[config.mk]
export PLATFORM = sky130hd
export DESIGN_NAME = txpll_lock_sequencer
export DESIGN_NICKNAME = d
export VERILOG_FILES = /design/src/rtl/txpll_seq_pkg.sv /design/src/rtl/txpll_lock_sync.sv /design/src/rtl/txpll_lock_sequencer.sv
export SDC_FILE = /design/constraint.sdc
export NUM_CORES = 1
export LEC_CHECK = 0
export ABC_AREA = 1
export ABC_CLOCK_PERIOD_IN_PS = 2000
export BUFFER_PORTS_ARGS = -buffer_cell sky130_fd_sc_hd__buf_2
export CELL_PAD_IN_SITES_DETAIL_PLACEMENT = 0
export CELL_PAD_IN_SITES_GLOBAL_PLACEMENT = 1
export CORE_MARGIN = 5
export CORE_UTILIZATION = 41
export DETAILED_ROUTE_END_ITERATION = 7
export GPL_TIMING_DRIVEN = 0
export PLACE_DENSITY_LB_ADDON = 0.2
export SYNTH_ARGS = -nofsm -noshare
export SYNTH_HDL_FRONTEND = slang
export SYNTH_SLANG_ARGS = --single-unit
[constraint.sdc]
create_clock -name Clock -period 2 [get_ports Clock]
set_input_delay 0.6 -clock Clock [delete_from_list [all_inputs] [get_ports Clock]]
set_output_delay 0.6 -clock Clock [all_outputs]
set_load 0.005 [all_outputs]
[src/rtl/txpll_seq_pkg.sv]
// Shared types and constants for the TX PLL lock sequencer.
// Optional loss counter is enabled with the TXPLL_SEQ_LOSS_CNT_EN macro.
package txpll_seq_pkg;

    localparam int SEQ_STATE_W = 3;
    localparam int LOSS_CNT_W  = 8;
    localparam logic [LOSS_CNT_W-1:0] LOSS_CNT_MAX = 8'd255;

    typedef enum logic [SEQ_STATE_W-1:0] {
        ST_IDLE      = 3'd0,
        ST_WAIT_LOCK = 3'd1,
        ST_QUALIFY   = 3'd2,
        ST_RELEASE   = 3'd3,
        ST_READY     = 3'd4,
        ST_FAULT     = 3'd5
    } seq_state_t;

endpackage

[src/rtl/txpll_lock_sync.sv]
// Two-flop synchronizer bringing the PLL lock flag into the fabric clock.
// Both stages reset to 0 so a reset always looks like "not locked".
module txpll_lock_sync (
    input  logic clk,
    input  logic rst,
    input  logic d,
    output logic q
);

    logic meta;

    always_ff @(posedge clk) begin
        if (rst) begin
            meta <= 1'b0;
            q    <= 1'b0;
        end else begin
            meta <= d;
            q    <= meta;
        end
    end

endmodule

[src/rtl/txpll_lock_sequencer.sv]
// TX PLL lock qualification and staggered lane reset release.
// Define TXPLL_SEQ_LOSS_CNT_EN to build the saturating lock-loss counter.
module txpll_lock_sequencer
    import txpll_seq_pkg::*;
#(
    parameter int NUM_LANES           = 4,
    parameter int LOCK_STABLE_CYCLES  = 1000,
    parameter int LOCK_TIMEOUT_CYCLES = 100000,
    parameter int LANE_STAGGER_CYCLES = 16,
    parameter int TMR_W               = 17
) (
    input  logic                   Clock,
    input  logic                   Reset,
    input  logic                   Enable,
    input  logic                   Retry,
    input  logic                   PLL_LOCK,
    output logic [NUM_LANES-1:0]   Lane_Reset,
    output logic                   Pll_Ready,
    output logic                   Lock_Timeout,
    output logic [SEQ_STATE_W-1:0] Seq_State,
    output logic [LOSS_CNT_W-1:0]  Loss_Count,
    input  logic                   Loss_Clear
);

    localparam int IDX_W = (NUM_LANES > 1) ? $clog2(NUM_LANES) : 1;

    localparam logic [IDX_W-1:0] LAST_IDX = IDX_W'(NUM_LANES - 1);
    localparam logic [TMR_W-1:0] TO_LAST  = TMR_W'(LOCK_TIMEOUT_CYCLES - 1);
    localparam logic [TMR_W-1:0] QL_LAST  = TMR_W'(LOCK_STABLE_CYCLES - 1);
    localparam logic [TMR_W-1:0] STAG_LD  = TMR_W'(LANE_STAGGER_CYCLES - 1);
    localparam logic [NUM_LANES-1:0] ALL_RST = '1;

    seq_state_t           state, state_nxt;
    logic [TMR_W-1:0]     timer, timer_nxt;
    logic [IDX_W-1:0]     lane_idx, lane_idx_nxt;
    logic [NUM_LANES-1:0] lane_rst, lane_rst_nxt;
    logic                 ready, ready_nxt;
    logic                 timeout, timeout_nxt;
    logic                 lock_s;
    logic                 lock_lost;
    logic                 loss_evt;

    txpll_lock_sync u_lock_sync (
        .clk (Clock),
        .rst (Reset),
        .d   (PLL_LOCK),
        .q   (lock_s)
    );

    assign lock_lost = !lock_s &&
                       (state == ST_RELEASE || state == ST_READY);

    always_comb begin
        state_nxt    = state;
        timer_nxt    = timer;
        lane_idx_nxt = lane_idx;
        lane_rst_nxt = lane_rst;
        ready_nxt    = ready;
        timeout_nxt  = timeout;
        loss_evt     = 1'b0;

        if (!Enable) begin
            state_nxt    = ST_IDLE;
            timer_nxt    = '0;
            lane_idx_nxt = '0;
            lane_rst_nxt = ALL_RST;
            ready_nxt    = 1'b0;
            timeout_nxt  = 1'b0;
        end else if (lock_lost) begin
            state_nxt    = ST_WAIT_LOCK;
            timer_nxt    = '0;
            lane_idx_nxt = '0;
            lane_rst_nxt = ALL_RST;
            ready_nxt    = 1'b0;
            loss_evt     = 1'b1;
        end else begin
            unique case (state)
                ST_IDLE: begin
                    state_nxt = ST_WAIT_LOCK;
                    timer_nxt = '0;
                end
                ST_WAIT_LOCK: begin
                    if (lock_s) begin
                        state_nxt = ST_QUALIFY;
                        timer_nxt = '0;
                    end else if (timer == TO_LAST) begin
                        state_nxt   = ST_FAULT;
                        timer_nxt   = '0;
                        timeout_nxt = 1'b1;
                    end else begin
                        timer_nxt = timer + 1'b1;
                    end
                end
                ST_QUALIFY: begin
                    if (!lock_s) begin
                        state_nxt = ST_WAIT_LOCK;
                        timer_nxt = '0;
                    end else if (timer == QL_LAST) begin
                        state_nxt    = ST_RELEASE;
                        timer_nxt    = '0;
                        lane_idx_nxt = '0;
                    end else begin
                        timer_nxt = timer + 1'b1;
                    end
                end
                // Timer counts down between releases; zero means "release now".
                ST_RELEASE: begin
                    if (timer == '0) begin
                        lane_rst_nxt = lane_rst << 1;
                        if (lane_idx == LAST_IDX) begin
                            state_nxt = ST_READY;
                            ready_nxt = 1'b1;
                            timer_nxt = '0;
                        end else begin
                            lane_idx_nxt = lane_idx + 1'b1;
                            timer_nxt    = STAG_LD;
                        end
                    end else begin
                        timer_nxt = timer - 1'b1;
                    end
                end
                ST_READY: begin
                    lane_rst_nxt = '0;
                    ready_nxt    = 1'b1;
                end
                ST_FAULT: begin
                    if (Retry) begin
                        state_nxt   = ST_WAIT_LOCK;
                        timer_nxt   = '0;
                        timeout_nxt = 1'b0;
                    end
                end
                default: begin
                    state_nxt    = ST_IDLE;
                    timer_nxt    = '0;
                    lane_idx_nxt = '0;
                    lane_rst_nxt = ALL_RST;
                    ready_nxt    = 1'b0;
                    timeout_nxt  = 1'b0;
                end
            endcase
        end
    end

    always_ff @(posedge Clock) begin
        if (Reset) begin
            state    <= ST_IDLE;
            timer    <= '0;
            lane_idx <= '0;
            lane_rst <= ALL_RST;
            ready    <= 1'b0;
            timeout  <= 1'b0;
        end else begin
            state    <= state_nxt;
            timer    <= timer_nxt;
            lane_idx <= lane_idx_nxt;
            lane_rst <= lane_rst_nxt;
            ready    <= ready_nxt;
            timeout  <= timeout_nxt;
        end
    end

    assign Lane_Reset   = lane_rst;
    assign Pll_Ready    = ready;
    assign Lock_Timeout = timeout;
    assign Seq_State    = state;

`ifdef TXPLL_SEQ_LOSS_CNT_EN
    logic [LOSS_CNT_W-1:0] loss_cnt;

    always_ff @(posedge Clock) begin
        if (Reset || Loss_Clear) begin
            loss_cnt <= '0;
        end else if (loss_evt && loss_cnt != LOSS_CNT_MAX) begin
            loss_cnt <= loss_cnt + 1'b1;
        end
    end

    assign Loss_Count = loss_cnt;
`else
    logic unused_loss;

    assign unused_loss = Loss_Clear ^ loss_evt;
    assign Loss_Count  = '0;
`endif

endmodule
==> metrics.yaml <==
route:
  viasPerCell: 4.788
  drt_iter0_markers: 148
  drcViolationCount: 0
  postRouteWirelength_microns: 6655
  vias: 2595
  antenna_left: 0
  first_pass_iters: 4
  wire_per_inst_microns: 12.28
sta:
  period_share_pct: 89.17
  setup_tns_ns: 0
  max_freq_ghz: 0.5607
  grt_setup_unrepaired: "no"
  hold_viol_final: 0
  setup_viol: 0
  fin_skew_ns: 0.01344
  timing.final.crit_period_ns: 1.783
  drv_slew: 0
pwr:
  power_density_mw_per_mm2: 532.3
  ir_drop_v: 0.0003977
  leakagePower_nw: 1.551
worst_setup_path:
  reg2reg_depth: 13
  crit-reg2reg-launch: "timer[1]"
  worstPathMaxFanout: 10
  crit_path_end_kind: "flop"
  endpoint: "Seq_State[2]"
  r2r_end: "Seq_State[2]"
  crit_type: "flop to flop"
  rrSetupSlack_ns: 0.22
  cp.arrival_ns: 1.97
  cp.required_ns: 2.19
  startpoint_type: "flop"
  crit_start: "timer[1]"
floorplan:
  dieWidth_microns: 89.12
  die_h_microns: 89.12
  ios: 23
  placement_rows: 28
  dieArea_sq_mm: 0.007941
  fp.coreArea_sq_mm: 0.005991
  initial_core_util_pct: 42.84
synthesis:
  synth_largest_area_cell: "dfxtp_1"
  synth_top_area_share_pct: 23.40
  postSynthAreaPerCell_sq_um: 5.832
  synth_warnings: 0
  async_flop_share_pct: 0
  synthTopCellsByArea: "dfxtp_1, nand2_1, nand3_1"
  synth_cell_type_count: 29
  synth_seq_area_share_pct: 23.40
  synth_edf_count: 0
  yosys_most_used_dff: "dfxtp_1"
  synthCells: 440
  synthesis.area_sq_mm: 0.002566
  ys_seq_elements: 30
cts:
  cts.clk_slew.worst_paths_ns: 0.07
  clk_latency_ns: 0.30
  ctsHtreeMaxLevel: 2
  cts_max_path_buffers: 2
  cts_made_buffers: 5
  numClockSinks: 30
  cts_tree: "yes"
  cts-root-buf: "clkbuf_8"
layout:
  multiInputGateArea_sq_mm: 0.001570
  final_area_sq_mm: 0.002868
  finalNonFillerCells: 542
  utilization_pct: 47.87
  n_fill_cell: 623
  seq_area_sq_um: 601.8
  area_growth_pct: 11.75
  layout-drive-gt1-share_pct: 16.49
  final_nets: 477
  diodes: 0
grt:
  grt_max_degree: 11
  antenna_found_initial: 0
  globalRouteTotalUtil_pct: 17.89
  grt_pass1_wl_microns: 11120
  overflow: 0
  grt_pass1_vias: 2487
place:
  postPlaceCellArea_sq_mm: 0.002751
  portBuffers: 13
  dp_hpwl_microns: 5011
  post-place-cells: 535
  gp_congestion: 0.9125
flow_run:
  cap_violations: 0
worst_hold_path:
  min_from: "u_lock_sync.meta"
  min_path_type: "flop to flop"
run_status:
  status: "completed"
-- synthesized netlist by cell type, types with 2 or more instances --
cell type / instances
nand2_1: 124
inv_1: 64
nand3_1: 64
nor2_1: 55
dfxtp_1: 30
a21oi_1: 11
buf_4: 11
nand2_2: 10
o21ai_0: 10
xor2_1: 7
nand4_1: 6
nor3_1: 6
buf_6: 5
inv_2: 5
nor2_4: 5
buf_2: 4
ha_1: 4
nor2_2: 4
nand3_2: 2
o21ai_1: 2
o21ai_2: 2
or2_2: 2
-- registers in the layout, summed over array words and instances (netlist names) --
| register | flops |
|---|---|
| Lane_Reset | 4 |
| Lock_Timeout | 1 |
| Pll_Ready | 1 |
| Seq_State | 3 |
| lane_idx | 2 |
| timer | 17 |
| u_lock_sync.meta | 1 |
| u_lock_sync.q | 1 |
-- area by class of cell --
cell class,instances,share of cell area [%]
Multi-Input combinational cell,327,54.76
Sequential cell,30,20.99
Inverter,70,9.250
Buffer,20,5.541
Tap cell,75,3.272
Clock buffer,6,2.880
Timing Repair Buffer,13,2.269
Clock inverter,1,1.047
-- per-layer routing --
metal / global-route usage (%) / vias to the layer above / wire [microns]
li1: - / 1403 / -
met5: 0 / - / 0
met4: 8.525 / 0 / 233
met2: 30.34 / 59 / 2991
met3: 3.318 / 23 / 300
met1: 21.72 / 1110 / 3129
-- logic make-up (layout without fill, tap and decap cells) --
group,Yosys count,count (layout),share of synthesized area [%]
flip-flops,30,30,23.40
buffers and inverters,90,110,16.53
AND/OR/NAND/NOR,281,281,49.78
XOR/XNOR,7,7,2.389
adder cells (fa/ha/maj),4,4,1.950
AO/OA/AOI/OAI,27,27,5.802
other,1,8,0.1461
-- worst max-delay path, stage by stage (launching register included) --
cell and delay, ns:
dfxtp_1 0.37, ha_1 0.19, nand2_1 0.15, inv_2 0.11, nand2_2 0.08, nor2_1 0.09
nand2_1 0.11, nand2_1 0.11, nand2_2 0.07, buf_6 0.16, nor2_4 0.10, nand2_1 0.05
nand2_1 0.06, inv_1 0.04
-- metrics by stage --
| stage | hold WS, ns | total power [W] | setup WS, ns |
|---|---|---|---|
| after global placement | 0.3910 | 0.0008787 | 0.1727 |
| after CTS | 0.4099 | 0.001538 | 0.1806 |
| after global routing | 0.4425 | 0.001603 | 0.02024 |
| final | 0.4071 | 0.001526 | 0.2166 |
| after floorplan | 0.3883 | 0.0008153 | 0.4500 |
| after detailed placement | 0.3983 | 0.0008788 | 0.1969 |
-- timing repair --
action,CTS,global route
hold buffers,0,0
buffers inserted,0,0
setup endpoints to repair,0,9
resized for setup,0,2
-- cells in the final DEF, fill, tap and decap left out, types with 2 or more instances in the layout --
cell type	count
clkbuf_8	6
a21oi_1	11
o21ai_2	2
inv_2	5
nor2_4	5
or2_2	2
o21ai_1	2
nand3_1	64
ha_1	4
nand2_2	10
buf_4	11
conb_1	8
dfxtp_1	29
inv_1	64
nor2_1	54
buf_2	17
nand3_2	2
nand4_1	6
nor2_2	5
xor2_1	7
nor3_1	6
nand2_1	124
buf_6	5
o21ai_0	10
-- power breakdown --
part | leakage (nW) | switching (W) | internal, W
Clock | 0.0573 | 0.000261 | 0.000399
Sequential | 0.243 | 0.0000165 | 0.000612
Combinational | 1.25 | 0.000152 | 0.0000865
Total | 1.55 | 0.000429 | 0.00110
-- worst min-delay path by stage --
stage / end / slack [ns] / cells past startpoint
floorplan: u_lock_sync.q / 0.39 / 2
global placement: u_lock_sync.q / 0.39 / 2
detailed placement: u_lock_sync.q / 0.40 / 2
CTS: u_lock_sync.q / 0.41 / 2
global route: u_lock_sync.q / 0.44 / 2
finish: u_lock_sync.q / 0.41 / 2
Note: power is estimated with default switching activity, not from simulation.
